===== src/rtl/cell_test_sequencer_if.sv =====
// Harness-side signal bundle for the AOI21 cell self-test sequencer.
// START is a level request that is sampled only while the sequencer is idle.
// DONE is a single-cycle completion pulse. Results stay stable until the next accepted START.
interface cell_test_sequencer_if;
  logic       START;
  logic       ABORT;
  logic       Y_IN;
  logic       A;
  logic       B1;
  logic       B2;
  logic       BUSY;
  logic       DONE;
  logic       PASS;
  logic [3:0] ERR_CNT;
  logic       FAIL_VLD;
  logic [2:0] FAIL_VEC;
  logic [1:0] dbgState;

  modport master (
    output START, ABORT, Y_IN,
    input  A, B1, B2, BUSY, DONE, PASS, ERR_CNT, FAIL_VLD, FAIL_VEC, dbgState
  );

  modport slave (
    input  START, ABORT, Y_IN,
    output A, B1, B2, BUSY, DONE, PASS, ERR_CNT, FAIL_VLD, FAIL_VEC, dbgState
  );
endinterface


===== src/rtl/cell_test_sequencer.sv =====
// Walks all 8 AOI21 input vectors, samples the synchronised cell output after a
// programmable settle time, and records the mismatch count, first failing vector and pass flag.
module cell_test_sequencer #(
  parameter logic [7:0] TRUTH         = 8'h07,
  parameter int         SETTLE_CYCLES = 4
) (
  input logic                 CLK,
  input logic                 RST_N,
  cell_test_sequencer_if.slave bus
);

  typedef enum logic [1:0] {IDLE, SETTLE, SAMPLE, FINISH} state_t;

  state_t     state, stateNext;
  logic [2:0] vec, vecNext;
  logic [7:0] settleCnt, settleCntNext;
  logic [1:0] ySync;
  logic [3:0] errCnt, errCntNext;
  logic       failVld, failVldNext;
  logic [2:0] failVec, failVecNext;
  logic       pass, passNext;
  logic [2:0] cellIn, cellInNext;
  logic       mismatch;

  always_ff @(posedge CLK) begin
    if (!RST_N) begin
      state     <= IDLE;
      vec       <= 3'd0;
      settleCnt <= 8'd0;
      ySync     <= 2'b00;
      errCnt    <= 4'd0;
      failVld   <= 1'b0;
      failVec   <= 3'd0;
      pass      <= 1'b0;
      cellIn    <= 3'd0;
    end else begin
      state     <= stateNext;
      vec       <= vecNext;
      settleCnt <= settleCntNext;
      ySync     <= {ySync[0], bus.Y_IN};
      errCnt    <= errCntNext;
      failVld   <= failVldNext;
      failVec   <= failVecNext;
      pass      <= passNext;
      cellIn    <= cellInNext;
    end
  end

  always_comb begin
    stateNext     = state;
    vecNext       = vec;
    settleCntNext = settleCnt;
    errCntNext    = errCnt;
    failVldNext   = failVld;
    failVecNext   = failVec;
    passNext      = pass;
    mismatch      = 1'b0;

    case (state)
      IDLE: begin
        if (bus.START) begin
          vecNext       = 3'd0;
          errCntNext    = 4'd0;
          failVldNext   = 1'b0;
          failVecNext   = 3'd0;
          passNext      = 1'b0;
          settleCntNext = 8'(SETTLE_CYCLES - 1);
          stateNext     = SETTLE;
        end
      end
      SETTLE: begin
        if (bus.ABORT) begin
          passNext  = 1'b0;
          stateNext = IDLE;
        end else if (settleCnt == 8'd0) begin
          stateNext = SAMPLE;
        end else begin
          settleCntNext = settleCnt - 8'd1;
        end
      end
      SAMPLE: begin
        if (bus.ABORT) begin
          passNext  = 1'b0;
          stateNext = IDLE;
        end else begin
          mismatch = (ySync[1] != TRUTH[vec]);
          if (mismatch) begin
            errCntNext = errCnt + 4'd1;
            if (!failVld) begin
              failVldNext = 1'b1;
              failVecNext = vec;
            end
          end
          if (vec == 3'd7) begin
            // PASS must already reflect the final sample during the DONE cycle.
            passNext  = (errCnt == 4'd0) && !mismatch;
            stateNext = FINISH;
          end else begin
            vecNext       = vec + 3'd1;
            settleCntNext = 8'(SETTLE_CYCLES - 1);
            stateNext     = SETTLE;
          end
        end
      end
      FINISH: begin
        stateNext = IDLE;
      end
      default: begin
        stateNext = IDLE;
      end
    endcase

    // Cell inputs are registered from the next-state vector so they change only on clock edges.
    cellInNext = (stateNext == SETTLE || stateNext == SAMPLE) ? vecNext : 3'd0;
  end

  assign bus.A        = cellIn[2];
  assign bus.B1       = cellIn[1];
  assign bus.B2       = cellIn[0];
  assign bus.BUSY     = (state == SETTLE) || (state == SAMPLE);
  assign bus.DONE     = (state == FINISH);
  assign bus.PASS     = pass;
  assign bus.ERR_CNT  = errCnt;
  assign bus.FAIL_VLD = failVld;
  assign bus.FAIL_VEC = failVec;
  assign bus.dbgState = state;

endmodule


===== src/flat_wrapper.sv =====
// flat-port wrapper written by rule: the top's interface ports become plain ports
module cell_test_sequencer_flat 
#(
  parameter logic [7:0] TRUTH         = 8'h07,
  parameter int         SETTLE_CYCLES = 4
)
  (CLK, RST_N, bus_START, bus_ABORT, bus_Y_IN, bus_A, bus_B1, bus_B2, bus_BUSY, bus_DONE, bus_PASS, bus_ERR_CNT, bus_FAIL_VLD, bus_FAIL_VEC, bus_dbgState);
  cell_test_sequencer_if bus_i ();
  input logic CLK;
  input logic RST_N;
  input wire logic [$bits(bus_i.START)-1:0] bus_START;
  input wire logic [$bits(bus_i.ABORT)-1:0] bus_ABORT;
  input wire logic [$bits(bus_i.Y_IN)-1:0] bus_Y_IN;
  output wire logic [$bits(bus_i.A)-1:0] bus_A;
  output wire logic [$bits(bus_i.B1)-1:0] bus_B1;
  output wire logic [$bits(bus_i.B2)-1:0] bus_B2;
  output wire logic [$bits(bus_i.BUSY)-1:0] bus_BUSY;
  output wire logic [$bits(bus_i.DONE)-1:0] bus_DONE;
  output wire logic [$bits(bus_i.PASS)-1:0] bus_PASS;
  output wire logic [$bits(bus_i.ERR_CNT)-1:0] bus_ERR_CNT;
  output wire logic [$bits(bus_i.FAIL_VLD)-1:0] bus_FAIL_VLD;
  output wire logic [$bits(bus_i.FAIL_VEC)-1:0] bus_FAIL_VEC;
  output wire logic [$bits(bus_i.dbgState)-1:0] bus_dbgState;
  assign bus_i.START = bus_START;
  assign bus_i.ABORT = bus_ABORT;
  assign bus_i.Y_IN = bus_Y_IN;
  assign bus_A = bus_i.A;
  assign bus_B1 = bus_i.B1;
  assign bus_B2 = bus_i.B2;
  assign bus_BUSY = bus_i.BUSY;
  assign bus_DONE = bus_i.DONE;
  assign bus_PASS = bus_i.PASS;
  assign bus_ERR_CNT = bus_i.ERR_CNT;
  assign bus_FAIL_VLD = bus_i.FAIL_VLD;
  assign bus_FAIL_VEC = bus_i.FAIL_VEC;
  assign bus_dbgState = bus_i.dbgState;
  cell_test_sequencer #(.TRUTH(TRUTH), .SETTLE_CYCLES(SETTLE_CYCLES)) u_core (.CLK(CLK), .RST_N(RST_N), .bus(bus_i));
endmodule

===== config.mk =====
export PLATFORM = sky130hd
export DESIGN_NAME = cell_test_sequencer_flat
export DESIGN_NICKNAME = d
export VERILOG_FILES = /design/src/rtl/cell_test_sequencer_if.sv /design/src/rtl/cell_test_sequencer.sv /design/src/flat_wrapper.sv
export SDC_FILE = /design/constraint.sdc
export NUM_CORES = 1
export LEC_CHECK = 0
export BUFFER_PORTS_ARGS = -buffer_cell sky130_fd_sc_hd__buf_2
export CORE_ASPECT_RATIO = 1.1
export CORE_MARGIN = 3
export CORE_UTILIZATION = 59
export DETAILED_ROUTE_END_ITERATION = 8
export GPL_TIMING_DRIVEN = 0
export HOLD_SLACK_MARGIN = 0.12
export PLACE_DENSITY = 0.91
export SYNTH_ARGS = -nofsm -noshare
export SYNTH_HDL_FRONTEND = slang
export SYNTH_SLANG_ARGS = --single-unit

===== constraint.sdc =====
create_clock -name CLK -period 3.95 [get_ports CLK]
set_clock_uncertainty 0.1 [all_clocks]
set_input_delay 0.5925 -clock CLK [delete_from_list [all_inputs] [get_ports CLK]]
set_output_delay 0.5925 -clock CLK [all_outputs]
set_load 0.05 [all_outputs]

==> metrics.md, run 1 <==
| Metric | Value |
|---|---|
| Status | finished clean |
| Hold path depth | 1 |
| Post-route insts no fill | 202 |
| Hold WS | 361 ps |
| Largest net degree at the start of global routing | 15 |
| Highest metal layer with signal wires | met4 |
| DR vias | 1159 |
| CP Depth | 8 |
| Int Pwr | 0.000507 W |
| Delay-heaviest family, CP | simple AND/OR/NAND/NOR gates |
| Met1 WL | 1170 um |
| Die area | 2970 sq um |
| Worst hold path class | reg2reg |
| H-tree levels | 1 |
| Max Slew Vio Count | 0 |
| Fin nets | 189 |
| Number of port buffers | 19 |
| Final critical-path share of the clock period | 0.595 |
| Number of synthesized register bits | 28 |
| Hold Buf Count CTS | 0 |
| Arrival @ worst endpoint | 2510 ps |
| Clk buf depth | 2 |
| Number of remaining DRC errors | 0 |
| Hold Crit Endpoint | u_core.ySync[1] |
| CP max FO | 8 |
| GRT Overall Usage | 0.200 |
| Fillers | 174 |
| Grt ovf | 0 |
| WL per Instance | 13.4 um |
| Static Leak | 0.677 nW |
| Min-delay src | u_core.ySync[0] |
| Reg area | 561 sq um |
| Seq pwr share | 0.396 |
| Main synth FF type | dfxtp_1 |
| Post-route cell area | 1540 sq um |
| Setup TNS | 0 ps |
| Critical path capture point type | register |
| Synth Cell Area | 1390 sq um |
| Met3 wire length | 121 um |
| Library cells used by synthesis | 48 |
| Site Rows | 17 |
| EDFF count, synth | 0 |
| Post-cts sizing count | 0 |
| ANT nets after route | 0 |
| Bufs and invs on worst path | 2 |
| Worst IR drop on VDD | 0.526 mV |
| CP Class | reg2reg |
| CTS tree | done |
| Setup slack after layout | 1600 ps |
| Initial antenna violation count | 0 |
| Startpoint types | register |
| Hpwl dp | 2140 um |
| Share of layout cells above drive strength 1 | 0.195 |
| Vias per inst | 5.74 |
| Yosys top cell area share | 0.404 |
| Cell Pwr Density | 572 nW/um^2 |
| Drt first-iter violations | 24 |
| Reg2Reg Depth | 8 |
| Worst Path Required | 4120 ps |
| Clock Pin Slew Worst Setup and Hold Paths | 140 ps |
| Async SR Flop Fraction | 0 |
| RSZ-0062 raised after global routing | no |
| FMAX | 426 MHz |
| Placed Instances | 199 |
| Placed cell areas | 1520 sq um |
| First-pass GRT wire length | 4640 um |
| Hold Violations, Final | 0 |
| RR Startpoint | u_core.bus.dbgState[0] |
| Slew HR | 0.588 |
| Clock Latency Late Sink | 320 ps |
| Worst R2R End | u_core.settleCnt[5] |
| Switching power | 0.000374 W |
| Area grow syn2layout | 11.0% |
| Syn nets | 165 |
| Power share of the clock group | 0.130 |
| Starting Density | 0.652 |
| Maxcap violations | 0 |
| Inserted Clock Buffers | 3 |
| Setup violators final | 0 |
| Synth Area per Inst | 9.13 sq um |
| Core Area | 2130 sq um |
| Seq/Total Area, Yosys | 0.404 |
| Multi-input gate area | 758 sq um |
| Top area cells in the synthesized netlist | dfxtp_1 40%, ha_1 7.2%, nor2_1 4.1% |
| Worst-Margin Slew | 612 ps |
| N_diodes | 0 |
| Leading area contributor after synthesis | dfxtp_1 |
| Dpl ws | 1660 ps |
| Die extent in y | 56.9 um |
| Met2 WL | 1380 um |
| Pre-antenna DRT Iters | 4 |
| CP max stage delay | 430 ps |
| Final estimated routing congestion in global placement | 0.783 |
| FF-to-FF setup slack | 1600 ps |
| Slowest CP cell | dfxtp_1 |
| Final WL | 2710 um |
| Combinational power share | 0.474 |
| Crit path time final | 2350 ps |
| Mapped Cells | 152 |
| Post-CTS Repair Setup Buffers | 0 |
| Num ports | 21 |
| Clock root buffer | clkbuf_4 |
| Yosys warnings | 0 |
| Die Wd | 52.2 um |
| Vias in the first global route | 1131 |
| Switching Share | 0.425 |
| Clock Sinks | 28 |
| Crit path cell chain | inv_1, ha_1, nor2b_1, buf_6, a211oi_4, nand3_2, or4_1, a21oi_1 |
[power by group through the flow]
stage / clock, W / combinational [W] / sequential [W]
after global placement: 0 / 0.000392 / 0.000353
after CTS: 0.000117 / 0.000416 / 0.000349
after detailed placement: 0 / 0.000413 / 0.000356
after global routing: 0.000126 / 0.000465 / 0.000355
after floorplan: 0 / 0.000317 / 0.000374
final: 0.000115 / 0.000417 / 0.000349
[state kept, by name (all words and copies together), names as in the netlist, named ones only]
register,flops
u_core.bus.PASS,1
u_core.bus.dbgState,2
u_core.ySync,2
u_core.bus.FAIL_VEC,3
u_core.vec,3
u_core.settleCnt,8
u_core.cellIn,3
u_core.bus.ERR_CNT,4
u_core.bus.FAIL_VLD,1
[layer usage]
layer  track usage  vias up
met5             0        -
met4        0.0657        0
met3        0.0371        7
met2         0.346       30
met1         0.242      539
li1              -      583
[through the flow]
step	total power, W	utilization
2_1_floorplan	0.000691	-
3_3_place_gp	0.000745	0.714
3_5_place_dp	0.000769	0.714
4_1_cts	0.000883	0.724
5_1_grt	0.000947	0.724
6_report	0.000881	0.724
[worst max path at each step]
stage	slack, ps	to	from
after global routing	1480	u_core.settleCnt[5]	u_core.bus.dbgState[0]
after detailed placement	1660	u_core.settleCnt[5]	u_core.bus.dbgState[0]
after CTS	1620	u_core.settleCnt[5]	u_core.bus.dbgState[0]
final	1600	u_core.settleCnt[5]	u_core.bus.dbgState[0]
after global placement	1700	u_core.settleCnt[5]	u_core.bus.dbgState[0]
after floorplan	1440	u_core.settleCnt[5]	u_core.bus.dbgState[0]
[final cells by class]
cell class	count	area share
flip-flops and latches	28	0.364
inverters	12	0.0292
well taps	28	0.0227
plain buffers	4	0.0154
multi-input cells	108	0.492
repair buffers	19	0.0617
clock buffers	3	0.0146
[cell families (layout without fill, tap and decap cells)]
group                      Yosys count  after routing  share of synthesized area
and+or+nand+nor                     59             59                      0.233
AOI/OAI and AO/OA                   32             32                      0.181
DFF                                 28             28                      0.404
buffers and inverters               16             38                     0.0496
adders and majority gates            8              8                     0.0721
xor gates and xnor gates             6              6                     0.0379
muxes                                3              3                     0.0225
[cells in the final DEF (no fill, tap or decap), types with 2 or more instances in the layout]
cell type | netlist | layout
a211oi_1 | 2 | 2
nor2_1 | 15 | 15
o21a_1 | 2 | 2
nand2b_1 | 2 | 2
nor3_1 | 4 | 4
nand2_1 | 7 | 7
nor4_1 | 3 | 3
clkbuf_1 | 2 | 2
a311oi_1 | 2 | 2
a31oi_1 | 3 | 3
buf_2 | 1 | 20
nand4_1 | 4 | 4
dfxtp_1 | 28 | 28
nor2b_1 | 9 | 9
clkbuf_4 | 0 | 3
and2_1 | 3 | 3
o22ai_1 | 2 | 2
ha_1 | 8 | 8
inv_1 | 12 | 12
mux2i_1 | 2 | 2
o21ai_0 | 2 | 2
nand3_1 | 3 | 3
a21oi_1 | 6 | 6
xor2_1 | 5 | 5
[cells in the mapped netlist (2+ instances only)]
cell type and n:
mux2i_1 2, xor2_1 5, nor2b_1 9, o22ai_1 2, nor2_1 15, a21oi_1 6
nand2_1 7, a31oi_1 3, ha_1 8, nor4_1 3, nand2b_1 2, inv_1 12
dfxtp_1 28, nand4_1 4, nand3_1 3, a311oi_1 2, a211oi_1 2, and2_1 3
o21ai_0 2, nor3_1 4, o21a_1 2, clkbuf_1 2
Power figures use the tool's default switching activity.
==> run 2, diff against run 1 <==
--- a/config.mk
+++ b/config.mk
@@ -8,11 +8,11 @@
 export BUFFER_PORTS_ARGS = -buffer_cell sky130_fd_sc_hd__buf_2
 export CORE_ASPECT_RATIO = 1.1
 export CORE_MARGIN = 3
-export CORE_UTILIZATION = 59
+export CORE_UTILIZATION = 55
 export DETAILED_ROUTE_END_ITERATION = 8
 export GPL_TIMING_DRIVEN = 0
 export HOLD_SLACK_MARGIN = 0.12
-export PLACE_DENSITY = 0.91
+export PLACE_DENSITY = 0.86
 export SYNTH_ARGS = -nofsm -noshare
 export SYNTH_HDL_FRONTEND = slang
 export SYNTH_SLANG_ARGS = --single-unit
==> constraint.sdc (replaced) <==
create_clock -name CLK -period 2.3 [get_ports CLK]
set_clock_uncertainty 0.1 [all_clocks]
set_input_delay 0.345 -clock CLK [delete_from_list [all_inputs] [get_ports CLK]]
set_output_delay 0.345 -clock CLK [all_outputs]
set_load 0.05 [all_outputs]
==> metrics.md, run 2 (same netlist as run 1, synthesis figures left out) <==
| Metric | Value |
|---|---|
| Setup TNS | 0 ps (unchanged) |
| Hold Crit Endpoint | u_core.bus.ERR_CNT[3] |
| Reg area | 566 sq um (+0.89%) |
| Fillers | 186 (+6.9%) |
| Startpoint types | register |
| Worst R2R End | u_core.settleCnt[5] |
| Worst-Margin Slew | 646 ps (+33.7 ps) |
| Most common cell after layout, fill and taps aside | dfxtp_1 |
| Slowest CP cell | or4_1 |
| GRT Overall Usage | 0.194 (-0.00580) |
| Crit path time final | 2170 ps (-177 ps) |
| Die area | 3160 sq um (+6.5%) |
| Largest register by flop count | u_core.settleCnt |
| Clk buf depth | 2 (unchanged) |
| Drt first-iter violations | 47 (+96%) |
| RSZ-0062 raised after global routing | no |
| Initial antenna violation count | 0 (unchanged) |
| Fin nets | 193 (+2.1%) |
| Multi-input gate area | 761 sq um (+0.33%) |
| Hold Violations, Final | 0 (unchanged) |
| Placed cell areas | 1520 sq um (+0.33%) |
| Worst IR drop on VDD | 0.813 mV (+55%) |
| Reg2Reg Depth | 8 (unchanged) |
| Static Leak | 0.702 nW (+3.7%) |
| RR Startpoint | u_core.bus.dbgState[0] |
| Area grow syn2layout | 15.1% |
| N_diodes | 0 (unchanged) |
| Critical path capture point type | register |
| Site Rows | 18 (+1) |
| Die Wd | 53.9 um (+3.2%) |
| Slew HR | 0.566 (-0.0220) |
| Hpwl dp | 2090 um (-2.0%) |
| Min-delay src | RST_N |
| CP max stage delay | 430 ps (about the same) |
| FMAX | 461 MHz (+8.2%) |
| CP max FO | 8 (unchanged) |
| Worst hold path class | in2reg |
| Vias in the first global route | 1091 (-3.5%) |
| Final critical-path share of the clock period | 0.944 (+0.349) |
| Total chip power | 0.00159 W (+80%) |
| Hold path depth | 3 (+2) |
| Number of port buffers | 19 (unchanged) |
| Die extent in y | 58.7 um (+3.2%) |
| Maxcap violations | 0 (unchanged) |
| Post-route cell area | 1600 sq um (+3.7%) |
| Arrival @ worst endpoint | 2340 ps (-170 ps) |
| First-pass GRT wire length | 4570 um (-1.5%) |
| WL per Instance | 13.3 um (-0.75%) |
| Final estimated routing congestion in global placement | 0.773 (-1.2%) |
| Clock Pin Slew Worst Setup and Hold Paths | 140 ps (about the same) |
| Status | finished clean |
| Clock Sinks | 28 (unchanged) |
| Core Area | 2320 sq um (+9.1%) |
| Clock root buffer | clkbuf_4 |
| Starting Density | 0.598 (-0.0542) |
| Share of layout cells above drive strength 1 | 0.229 (+0.0336) |
| FF-to-FF setup slack | 130 ps (-1470 ps) |
| Num ports | 21 (unchanged) |
| Pre-antenna DRT Iters | 4 (unchanged) |
| Clock Latency Late Sink | 330 ps (about the same) |
| Max FFs per register | 8 (unchanged) |
| H-tree levels | 1 (unchanged) |
| Largest net degree at the start of global routing | 16 (+1) |
| Cell Pwr Density | 993 nW/um^2 (+74%) |
| CTS tree | done |
| Crit path cell chain | inv_1, ha_2, nor2b_1, buf_6, a211oi_4, nand3_2, or4_1, a21oi_1 |
| Number of remaining DRC errors | 0 (unchanged) |
| Commonest cells after routing, fill and taps aside | 26 x dfxtp_1, 20 x buf_2, 15 x nor2_1 |
| Vias per inst | 5.71 (-0.43%) |
| CP Class | reg2reg |
| Final WL | 2790 um (+2.7%) |
| Grt ovf | 0 (unchanged) |
| Worst Path Required | 2460 ps (-1660 ps) |
| DR vias | 1194 (+3.0%) |
| Max Slew Vio Count | 0 (unchanged) |
| Inserted Clock Buffers | 3 (unchanged) |
| ANT nets after route | 0 (unchanged) |
| Setup violators final | 0 (unchanged) |
==> run 2: repair_timing <==
item	CTS	global route
endpoints found under the hold margin	1	0
hold buffers	1	0
pin swaps	1	1
setup buffers	0	3
endpoints found under the setup margin	1	2
gates resized for setup	0	2
==> run 2: worst max path at each step <==
stage	start	endpoint	cells after the start
floorplan	u_core.bus.dbgState[0]	u_core.settleCnt[5]	8
global placement	u_core.bus.dbgState[0]	u_core.settleCnt[5]	8
detailed placement	u_core.bus.dbgState[0]	u_core.settleCnt[5]	8
CTS	u_core.bus.dbgState[0]	u_core.settleCnt[5]	8
global route	u_core.settleCnt[0]	u_core.settleCnt[5]	7
finish	u_core.bus.dbgState[0]	u_core.settleCnt[5]	8
==> run 2: metal layers <==
layer | up-vias | global-route usage | share of wire
met5 | - | 0 | 0
met2 | 29 | 0.324 | 0.51
met1 | 571 | 0.234 | 0.43
li1 | 589 | - | -
met4 | 0 | 0.0949 | 0.017
met3 | 5 | 0.0354 | 0.046
==> run 2: area by class of cell <==
type,instances,share of cell area
Buffer,4,0.0149
Multi-Input combinational cell,108,0.476
Sequential cell,28,0.354
Clock buffer,4,0.0227
Inverter,12,0.0282
Tap cell,30,0.0235
Timing Repair Buffer,23,0.0799
==> run 2: through the flow <==
stage          std cells  utilization  hold WS (ps)  setup slack (ps)
3_5_place_dp         201        0.656           318              22.3
4_1_cts              206        0.676           279              24.5
5_1_grt              209        0.688           345              8.08
6_report             209        0.688           294               129
2_1_floorplan        152            -           312              8.37
3_3_place_gp         201        0.656           322               121
==> run 2: report_power, final <==
group | internal, W | total (W) | leakage (nW) | switching [W]
Combinational | 0.000289 | 0.000741 | 0.452 | 0.000452
Sequential | 0.000548 | 0.000608 | 0.229 | 0.0000601
Clock | 0.0000970 | 0.000237 | 0.0210 | 0.000140
==> run 2: worst max-delay path: cells and delay by family, from the launching register on <==
family | cells | cell delay (ps)
simple gates | 3 | 710
compound gates | 2 | 470
flops | 1 | 400
fa+ha+maj | 1 | 220
buf+inv | 2 | 210
==> run 3, diff against run 2 <==
--- a/config.mk
+++ b/config.mk
@@ -13,6 +13,7 @@
 export GPL_TIMING_DRIVEN = 0
 export HOLD_SLACK_MARGIN = 0.12
 export PLACE_DENSITY = 0.86
+export RECOVER_POWER = 50
 export SYNTH_ARGS = -nofsm -noshare
 export SYNTH_HDL_FRONTEND = slang
 export SYNTH_SLANG_ARGS = --single-unit
==> metrics.md, run 3 (same netlist as run 1, synthesis figures left out) <==
| Metric | Value |
|---|---|
| Clock Latency Late Sink | 330 ps (about the same) |
| Clk buf depth | 2 (unchanged) |
| GRT Overall Usage | 0.194 (unchanged) |
| Worst-Margin Slew | 642 ps (-4.17 ps) |
| Inserted Clock Buffers | 3 (unchanged) |
| Placed cell areas | 1520 sq um (unchanged) |
| Cell Pwr Density | 1000 nW/um^2 (+1.0%) |
| Static Leak | 0.633 nW (-9.8%) |
| Area grow syn2layout | 13.2% |
| Worst Path Required | 2470 ps (about the same) |
| Die area | 3160 sq um (unchanged) |
| Setup violators final | 0 (unchanged) |
| Drt first-iter violations | 49 (+4.3%) |
| Final WL | 2810 um (+0.65%) |
| Commonest cells after routing, fill and taps aside | 26 x dfxtp_1, 18 x clkbuf_1, 15 x nor2_1 |
| Placed Instances | 201 (unchanged) |
| Setup slack after layout | 129 ps (-0.575 ps) |
| Share of layout cells above drive strength 1 | 0.134 (-0.0950) |
| Largest net degree at the start of global routing | 16 (unchanged) |
| Worst IR drop on VDD | 0.804 mV (-1.1%) |
| Number of port buffers | 19 (unchanged) |
| ANT nets after route | 0 (unchanged) |
| Site Rows | 18 (unchanged) |
| Vias per inst | 5.76 (+0.84%) |
| Multi-input gate area | 754 sq um (-0.82%) |
| Die extent in y | 58.7 um (unchanged) |
| Number of remaining DRC errors | 0 (unchanged) |
| Die Wd | 53.9 um (unchanged) |
| Most common cell after layout, fill and taps aside | dfxtp_1 |
| WL per Instance | 13.4 um (+0.65%) |
| CTS tree | done |
| Hold WS | 295 ps (+1.71 ps) |
| Post-route insts no fill | 209 (unchanged) |
| Worst hold path class | in2reg |
| Starting Density | 0.598 (unchanged) |
| N_diodes | 0 (unchanged) |
| Arrival @ worst endpoint | 2340 ps (about the same) |
| Initial antenna violation count | 0 (unchanged) |
| Fin nets | 193 (unchanged) |
| Max FFs per register | 8 (unchanged) |
| Pre-antenna DRT Iters | 4 (unchanged) |
| Vias in the first global route | 1091 (unchanged) |
| Num ports | 21 (unchanged) |
| Max Slew Vio Count | 0 (unchanged) |
| Post-route cell area | 1570 sq um (-1.6%) |
| Hpwl dp | 2090 um (unchanged) |
| RSZ-0062 raised after global routing | no |
| Maxcap violations | 0 (unchanged) |
| Dpl ws | 22.3 ps (unchanged) |
| First-pass GRT wire length | 4570 um (unchanged) |
| Status | finished clean |
| H-tree levels | 1 (unchanged) |
| Grt ovf | 0 (unchanged) |
| DR vias | 1204 (+0.84%) |
| Startpoint types | register |
| CP Class | reg2reg |
| Clock Pin Slew Worst Setup and Hold Paths | 140 ps (about the same) |
| Clock root buffer | clkbuf_4 |
| Hold Violations, Final | 0 (unchanged) |
| Reg area | 566 sq um (unchanged) |
| CP max FO | 8 (unchanged) |
| Critical path capture point type | register |
| Largest register by flop count | u_core.settleCnt |
| Final critical-path share of the clock period | 0.944 (about the same) |
| Crit path time final | 2170 ps (+0.575 ps) |
| Setup TNS | 0 ps (unchanged) |
| Slew HR | 0.569 (+0.00280) |
| FMAX | 461 MHz (about the same) |
| Clock Sinks | 28 (unchanged) |
| Fillers | 194 (+4.3%) |
| Core Area | 2320 sq um (unchanged) |
| Final estimated routing congestion in global placement | 0.773 (unchanged) |
==> run 3: changes by cell type in the layout (fill, tap and decap cells not counted), sizes merged <==
cell,previous run,this run
clkbuf,6,22
buf,24,8
==> run 3: area by class of cell <==
cell class / instances / area share
Timing Repair Buffer: 23 / 0.0685
Inverter: 12 / 0.0287
Buffer: 4 / 0.0151
Multi-Input combinational cell: 108 / 0.480
Tap cell: 30 / 0.0239
Clock buffer: 4 / 0.0231
Sequential cell: 28 / 0.360
==> run 3: worst paths after layout <==
kind	from	cells past startpoint	slack, ps	endpoint
setup reg to reg	u_core.bus.dbgState[0]	8	130	u_core.settleCnt[5]
hold / removal	RST_N	3	300	u_core.bus.ERR_CNT[3]
hold reg to reg	u_core.ySync[0]	1	360	u_core.ySync[1]
setup / recovery	u_core.bus.dbgState[0]	8	130	u_core.settleCnt[5]
==> run 3: worst max-delay path: stages (launching register included) <==
cell      delay, ps
dfxtp_4         400
inv_1            80
ha_2            220
nor2b_1         150
buf_6           130
a211oi_4        300
nand3_2         140
or4_1           420
a21oi_1         170
==> run 3: routing by layer <==
| metal | GRT usage | part of all wire | wire [um] |
|---|---|---|---|
| met4 | 0.0949 | 0.016 | 46 |
| met2 | 0.324 | 0.50 | 1400 |
| met3 | 0.0354 | 0.054 | 152 |
| met1 | 0.234 | 0.43 | 1200 |
| met5 | 0 | 0 | 0 |
==> run 3: repair_timing <==
action,CTS,global route
resized for setup,0,2
buffers inserted,0,3
endpoints found under the setup margin,1,2
gates cloned,0,0
endpoints found under the hold margin,1,0
hold buffers,1,0
pin swaps,1,1
==> run 3: stage by stage <==
stage	power, W	util
4_1_cts	0.00155	0.676
3_5_place_dp	0.00132	0.656
2_1_floorplan	0.00119	-
3_3_place_gp	0.00129	0.656
6_report	0.00158	0.677
5_1_grt	0.00168	0.677
==> run 3: report_power, final <==
group          switching (W)  leakage [nW]  internal [W]
clock               0.000140        0.0210     0.0000970
combinational       0.000451         0.383      0.000280
sequential         0.0000601         0.229      0.000548
total               0.000651         0.633      0.000924
